[src/rtl/rf_write_queue.sv]
// Purpose : in-order write-back queue feeding the register file's single write port.
// Latency : a write accepted at edge N is presented on rf_* during cycle N+1 (no pass-through).
// Backpres: wr_ready = !full; drain_hold stalls the rf port and the queue fills behind it.
//
// Ports
//   clk, rst                       clock, asynchronous active-high reset
//   wr_valid/wr_ready/wr_reg/wr_data  write-back request handshake (wr_reg==0 accepted, dropped)
//   drain_hold                     suppress draining this cycle
//   rf_writeEn/rf_writeReg/rf_writeData  register file write port (zeros when idle)
//   lookup_reg1/2, hit1/2, hit_data1/2   bypass lookup of pending writes
//   count, empty, full             occupancy status
//
// Optional feature: define RF_WQ_BYPASS_EN to enable the bypass lookup; otherwise the
// hit outputs are tied to zero and the lookup inputs are ignored.

module rf_write_queue #(
    parameter int DEPTH = 4,
    parameter int PTR_W = 2
) (
    input  logic             clk,
    input  logic             rst,
    input  logic             wr_valid,
    input  logic [4:0]       wr_reg,
    input  logic [31:0]      wr_data,
    output logic             wr_ready,
    input  logic             drain_hold,
    output logic             rf_writeEn,
    output logic [4:0]       rf_writeReg,
    output logic [31:0]      rf_writeData,
    input  logic [4:0]       lookup_reg1,
    input  logic [4:0]       lookup_reg2,
    output logic             hit1,
    output logic             hit2,
    output logic [31:0]      hit_data1,
    output logic [31:0]      hit_data2,
    output logic [PTR_W:0]   count,
    output logic             empty,
    output logic             full
);

    logic [4:0]       reg_mem  [DEPTH];
    logic [31:0]      data_mem [DEPTH];
    logic [PTR_W-1:0] rd_ptr;
    logic [PTR_W-1:0] wr_ptr;
    logic [PTR_W:0]   cnt;
    logic             push;
    logic             pop;

    assign empty    = (cnt == '0);
    assign full     = (cnt == (PTR_W+1)'(DEPTH));
    assign wr_ready = !full;
    assign count    = cnt;

    // Writes to r0 complete the handshake but never occupy an entry.
    assign push = wr_valid && wr_ready && (wr_reg != 5'd0);
    assign pop  = rf_writeEn;

    assign rf_writeEn   = !empty && !drain_hold;
    assign rf_writeReg  = rf_writeEn ? reg_mem[rd_ptr]  : 5'd0;
    assign rf_writeData = rf_writeEn ? data_mem[rd_ptr] : 32'd0;

    // Storage is deliberately left out of reset; occupancy alone decides validity.
    always_ff @(posedge clk) begin
        if (push) begin
            reg_mem[wr_ptr]  <= wr_reg;
            data_mem[wr_ptr] <= wr_data;
        end
    end

    // DEPTH is a power of two, so pointer overflow is the wrap.
    always_ff @(posedge clk or posedge rst) begin
        if (rst) begin
            rd_ptr <= '0;
            wr_ptr <= '0;
            cnt    <= '0;
        end else begin
            if (push) wr_ptr <= wr_ptr + 1'b1;
            if (pop)  rd_ptr <= rd_ptr + 1'b1;
            case ({push, pop})
                2'b10:   cnt <= cnt + 1'b1;
                2'b01:   cnt <= cnt - 1'b1;
                default: cnt <= cnt;
            endcase
        end
    end

`ifdef RF_WQ_BYPASS_EN
    logic [PTR_W-1:0] scan_idx;

    // Walk from oldest to youngest so the last match seen is the youngest write.
    // The head is included even while it drains; the same-cycle push is not.
    always_comb begin
        hit1      = 1'b0;
        hit2      = 1'b0;
        hit_data1 = 32'd0;
        hit_data2 = 32'd0;
        scan_idx  = rd_ptr;
        for (int i = 0; i < DEPTH; i++) begin
            scan_idx = rd_ptr + PTR_W'(i);
            if ((PTR_W+1)'(i) < cnt) begin
                if (lookup_reg1 != 5'd0 && reg_mem[scan_idx] == lookup_reg1) begin
                    hit1      = 1'b1;
                    hit_data1 = data_mem[scan_idx];
                end
                if (lookup_reg2 != 5'd0 && reg_mem[scan_idx] == lookup_reg2) begin
                    hit2      = 1'b1;
                    hit_data2 = data_mem[scan_idx];
                end
            end
        end
    end
`else
    logic unused_lookup;

    assign unused_lookup = ^{lookup_reg1, lookup_reg2};
    assign hit1      = 1'b0;
    assign hit2      = 1'b0;
    assign hit_data1 = 32'd0;
    assign hit_data2 = 32'd0;
`endif

endmodule

[config.mk]
export PLATFORM = sky130hd
export DESIGN_NAME = rf_write_queue
export DESIGN_NICKNAME = d
export VERILOG_FILES = /design/src/rtl/rf_write_queue.sv
export SDC_FILE = /design/constraint.sdc
export NUM_CORES = 1
export LEC_CHECK = 0
export ABC_AREA = 1
export CORE_ASPECT_RATIO = 0.7
export CORE_MARGIN = 5
export CORE_UTILIZATION = 35
export DETAILED_ROUTE_END_ITERATION = 8
export GPL_TIMING_DRIVEN = 0
export HOLD_SLACK_MARGIN = 0.1
export PLACE_DENSITY = 0.61
export SLEW_MARGIN = 20
export SYNTH_ARGS = -nofsm -noshare
export SYNTH_HDL_FRONTEND = slang
export SYNTH_SLANG_ARGS = --single-unit
[constraint.sdc]
create_clock -name clk -period 4.45 [get_ports clk]
set_clock_uncertainty 0.15 [all_clocks]
set_input_delay 0.89 -clock clk [delete_from_list [all_inputs] [get_ports clk]]
set_output_delay 0.89 -clock clk [all_outputs]
set_load 0.01 [all_outputs]
==> results.md <==
* Die span in x at 176 um
* Via Count at 4385
* Worst Tran Pin Value at 708 ps
* GP Congestion at 0.699
* Share of layout cells above drive strength 1 at 16.4%
* Maximum Capacitance Violations at 0
* Antenna diodes at 0
* WL/cell at 14.4 um
* CTS root buffer: clkbuf_16
* Tcrit/Tclk final at 80.6%
* Crit Path Category: input pin to primary output
* Hold buffer count at cts at 0
* Hold WS at 376 ps
* Initial cell density of the core at 35.7%
* Post_cts resized at 0
* Pwr Density at 619 nW/um^2
* Clock buffer depth at 2
* Vias in the first global route at 4108
* Worst Hold Class: register to register
* # H-tree levels at 4
* Clk sinks at ~160
* Remaining Overflow, GRT at 0
* Post-Synthesis Cells at around 600
* Yosys reg bits at 155
* First-pass GRT wire length at ~23 mm
* Chip height at 126 um
* RSZ-0062 raised after global routing: no
* Iteration-0 DRC Markers at 312
* Vias/cell at 4.17
* Clock slew at reported path FFs at 60 ps
* Count of pins over their slew limit at 0
* Post-CTS Setup Inserts at 0
* # fillers at roughly 1700
* Status: finished clean
* Largest net degree at the start of global routing at 22
* Final setup viols at 0
* Clk_lat worst skew at just over 400 ps
* Largest cells by area after synthesis: edfxtp_1 66%, nand2_1 8.8%, buf_4 8.1%
* Startpoint types: input pin
* CP Max Fanout at 10
* Top cell type's share of synthesized area at 65.5%
* Maximum vdd drop at between 200 and 300 uV
* # DRC at 0
* Synth cell types at 21
* Final Hold Viols at 0
* Final core occ at a little under half
* P&R area growth vs syn at 32.5%
* CTS tree: built
* Synth Area per Inst at 11.3 um^2
* Crit path time final at 3590 ps
* NumNets Final at 832
* Total GRT Usage at 13.5%
* Fmax at 279 MHz
* Initial antenna violation count at 0
* Core area at 19000 um^2
* Die area at 22300 um^2
* Biggest area consumer among synthesized cells: edfxtp_1
* Setup crit end kind: primary output
* Synth warnings at 0
* Critical Path RT at between 3000 and 4000 ps
* Max-Slew Margin vs Limit at 52.7%
* Post-DP HPWL at 10.3 mm
* Critical path data arrival time at 2550 ps
* Rows at 42
* CTS buffer count at 17
* P_leak at 3.62 nW
* ANT nets after route at 0
* Router iterations before antenna repair at 5
* # IOs at 161
* I/O Buffers at 84
* Seq/Total Area, Yosys at 68.1%
* Cell area after synthesis at 6780 um^2
* WL final at roughly 15 mm
==> cells in the mapped netlist <==
cell type and count:
o21ai_1 8, buf_6 1, ha_1 5, inv_2 1, nor2_1 82, conb_1 1, buf_1 1, edfxtp_1 148
nand3b_1 2, o21ai_0 31, dfrtp_1 7, buf_4 73, xor2_1 2, nand3_1 3, clkbuf_1 4, fa_1 1
xnor2_1 1, nand2_1 159, buf_2 15, a21oi_1 38, inv_1 19
==> state kept, by name (all words and copies together) (netlist names) <==
signal / count
data_mem: 128
wr_ptr: 2
count: 3
reg_mem: 20
rd_ptr: 2
==> cell usage in the layout (no fill, tap or decap), types with 5 or more instances in the layout <==
| master | n |
|---|---|
| a21oi_1 | 38 |
| buf_2 | 15 |
| nor2_1 | 78 |
| nand2_1 | 159 |
| dfrtp_1 | 7 |
| conb_1 | 66 |
| edfxtp_1 | 148 |
| clkbuf_1 | 6 |
| buf_16 | 5 |
| inv_1 | 19 |
| o21ai_1 | 8 |
| clkdlybuf4s50_1 | 84 |
| o21ai_0 | 31 |
| ha_1 | 5 |
| clkbuf_16 | 17 |
| buf_4 | 73 |
==> stage by stage <==
step | setup WS [ps] | cells | instance area [um^2] | power, mW | TNS, ps
floorplan | 1030 | 667 | 7020 | 3.19 | 0
global placement | -792 | 1015 | 8200 | 4.00 | -111200
detailed placement | 848 | 1020 | 8360 | 4.09 | 0
CTS | 837 | 1052 | 8990 | 5.62 | 0
global route | 799 | 1052 | 8990 | 5.94 | 0
finish | 865 | 1052 | 8990 | 5.56 | 0
==> final cells by class <==
class                   instances  area [um^2]  share of cell area [%]
multi-input cells             398         1710                    19.0
well taps                     264          330                    3.68
repair buffers                 89          978                    10.9
clock buffers                  19          433                    4.82
clock inverters                13          190                    2.12
inverters                      20         75.1                   0.835
flip-flops and latches        155         4620                    51.4
plain buffers                  94          653                    7.27
==> per-layer routing <==
layer / vias up / track usage (%) / share of wire (%)
met1: 2003 / 19.4 / 47
met4: 0 / 3.27 / 0.47
met2: 151 / 20.8 / 45
met5: - / 0 / 0
li1: 2225 / - / -
met3: 6 / 3.57 / 7.4
==> final timing paths <==
kind | start | endpoint | slack [ps] | cells after the start
setup / recovery | drain_hold | rf_writeData[19] | 860 | 6
min in group asynchronous | rst | count[2] | 570 | 2
setup reg to reg | count[0] | data_mem[2][26] | 2010 | 5
hold reg to reg | count[0] | count[0] | 380 | 1
hold / removal | count[0] | count[0] | 380 | 1
max in group asynchronous | rst | rd_ptr[0] | 3350 | 2
==> power breakdown <==
| group | leakage [nW] | total [mW] | internal (mW) | switching (mW) |
|---|---|---|---|---|
| Clock | 0.291 | 1.52 | 0.945 | 0.572 |
| Combinational | 1.89 | 2.05 | 0.830 | 1.22 |
| Sequential | 1.44 | 1.99 | 1.91 | 0.0775 |
==> worst max-delay path, stage by stage <==
cell and delay, ps:
clkdlybuf4s50_1 400, inv_1 50, nand2_1 120, buf_2 230, a21oi_1 260, clkdlybuf4s50_1 600
==> logic make-up (layout without fill, tap and decap cells) <==
logic type               after synthesis  count (layout)  synth area share [%]
AND/OR/NAND/NOR                      246             246                  13.8
flip-flops                           155             155                  68.1
buffers and inverters                114             235                  10.7
AO/OA/AOI/OAI                         77              77                  5.68
adder cells (fa/ha/maj)                6               6                  1.22
XOR/XNOR                               3               3                 0.388
other                                  1              66                0.0553
No activity file was read; power rests on OpenSTA's default activity.
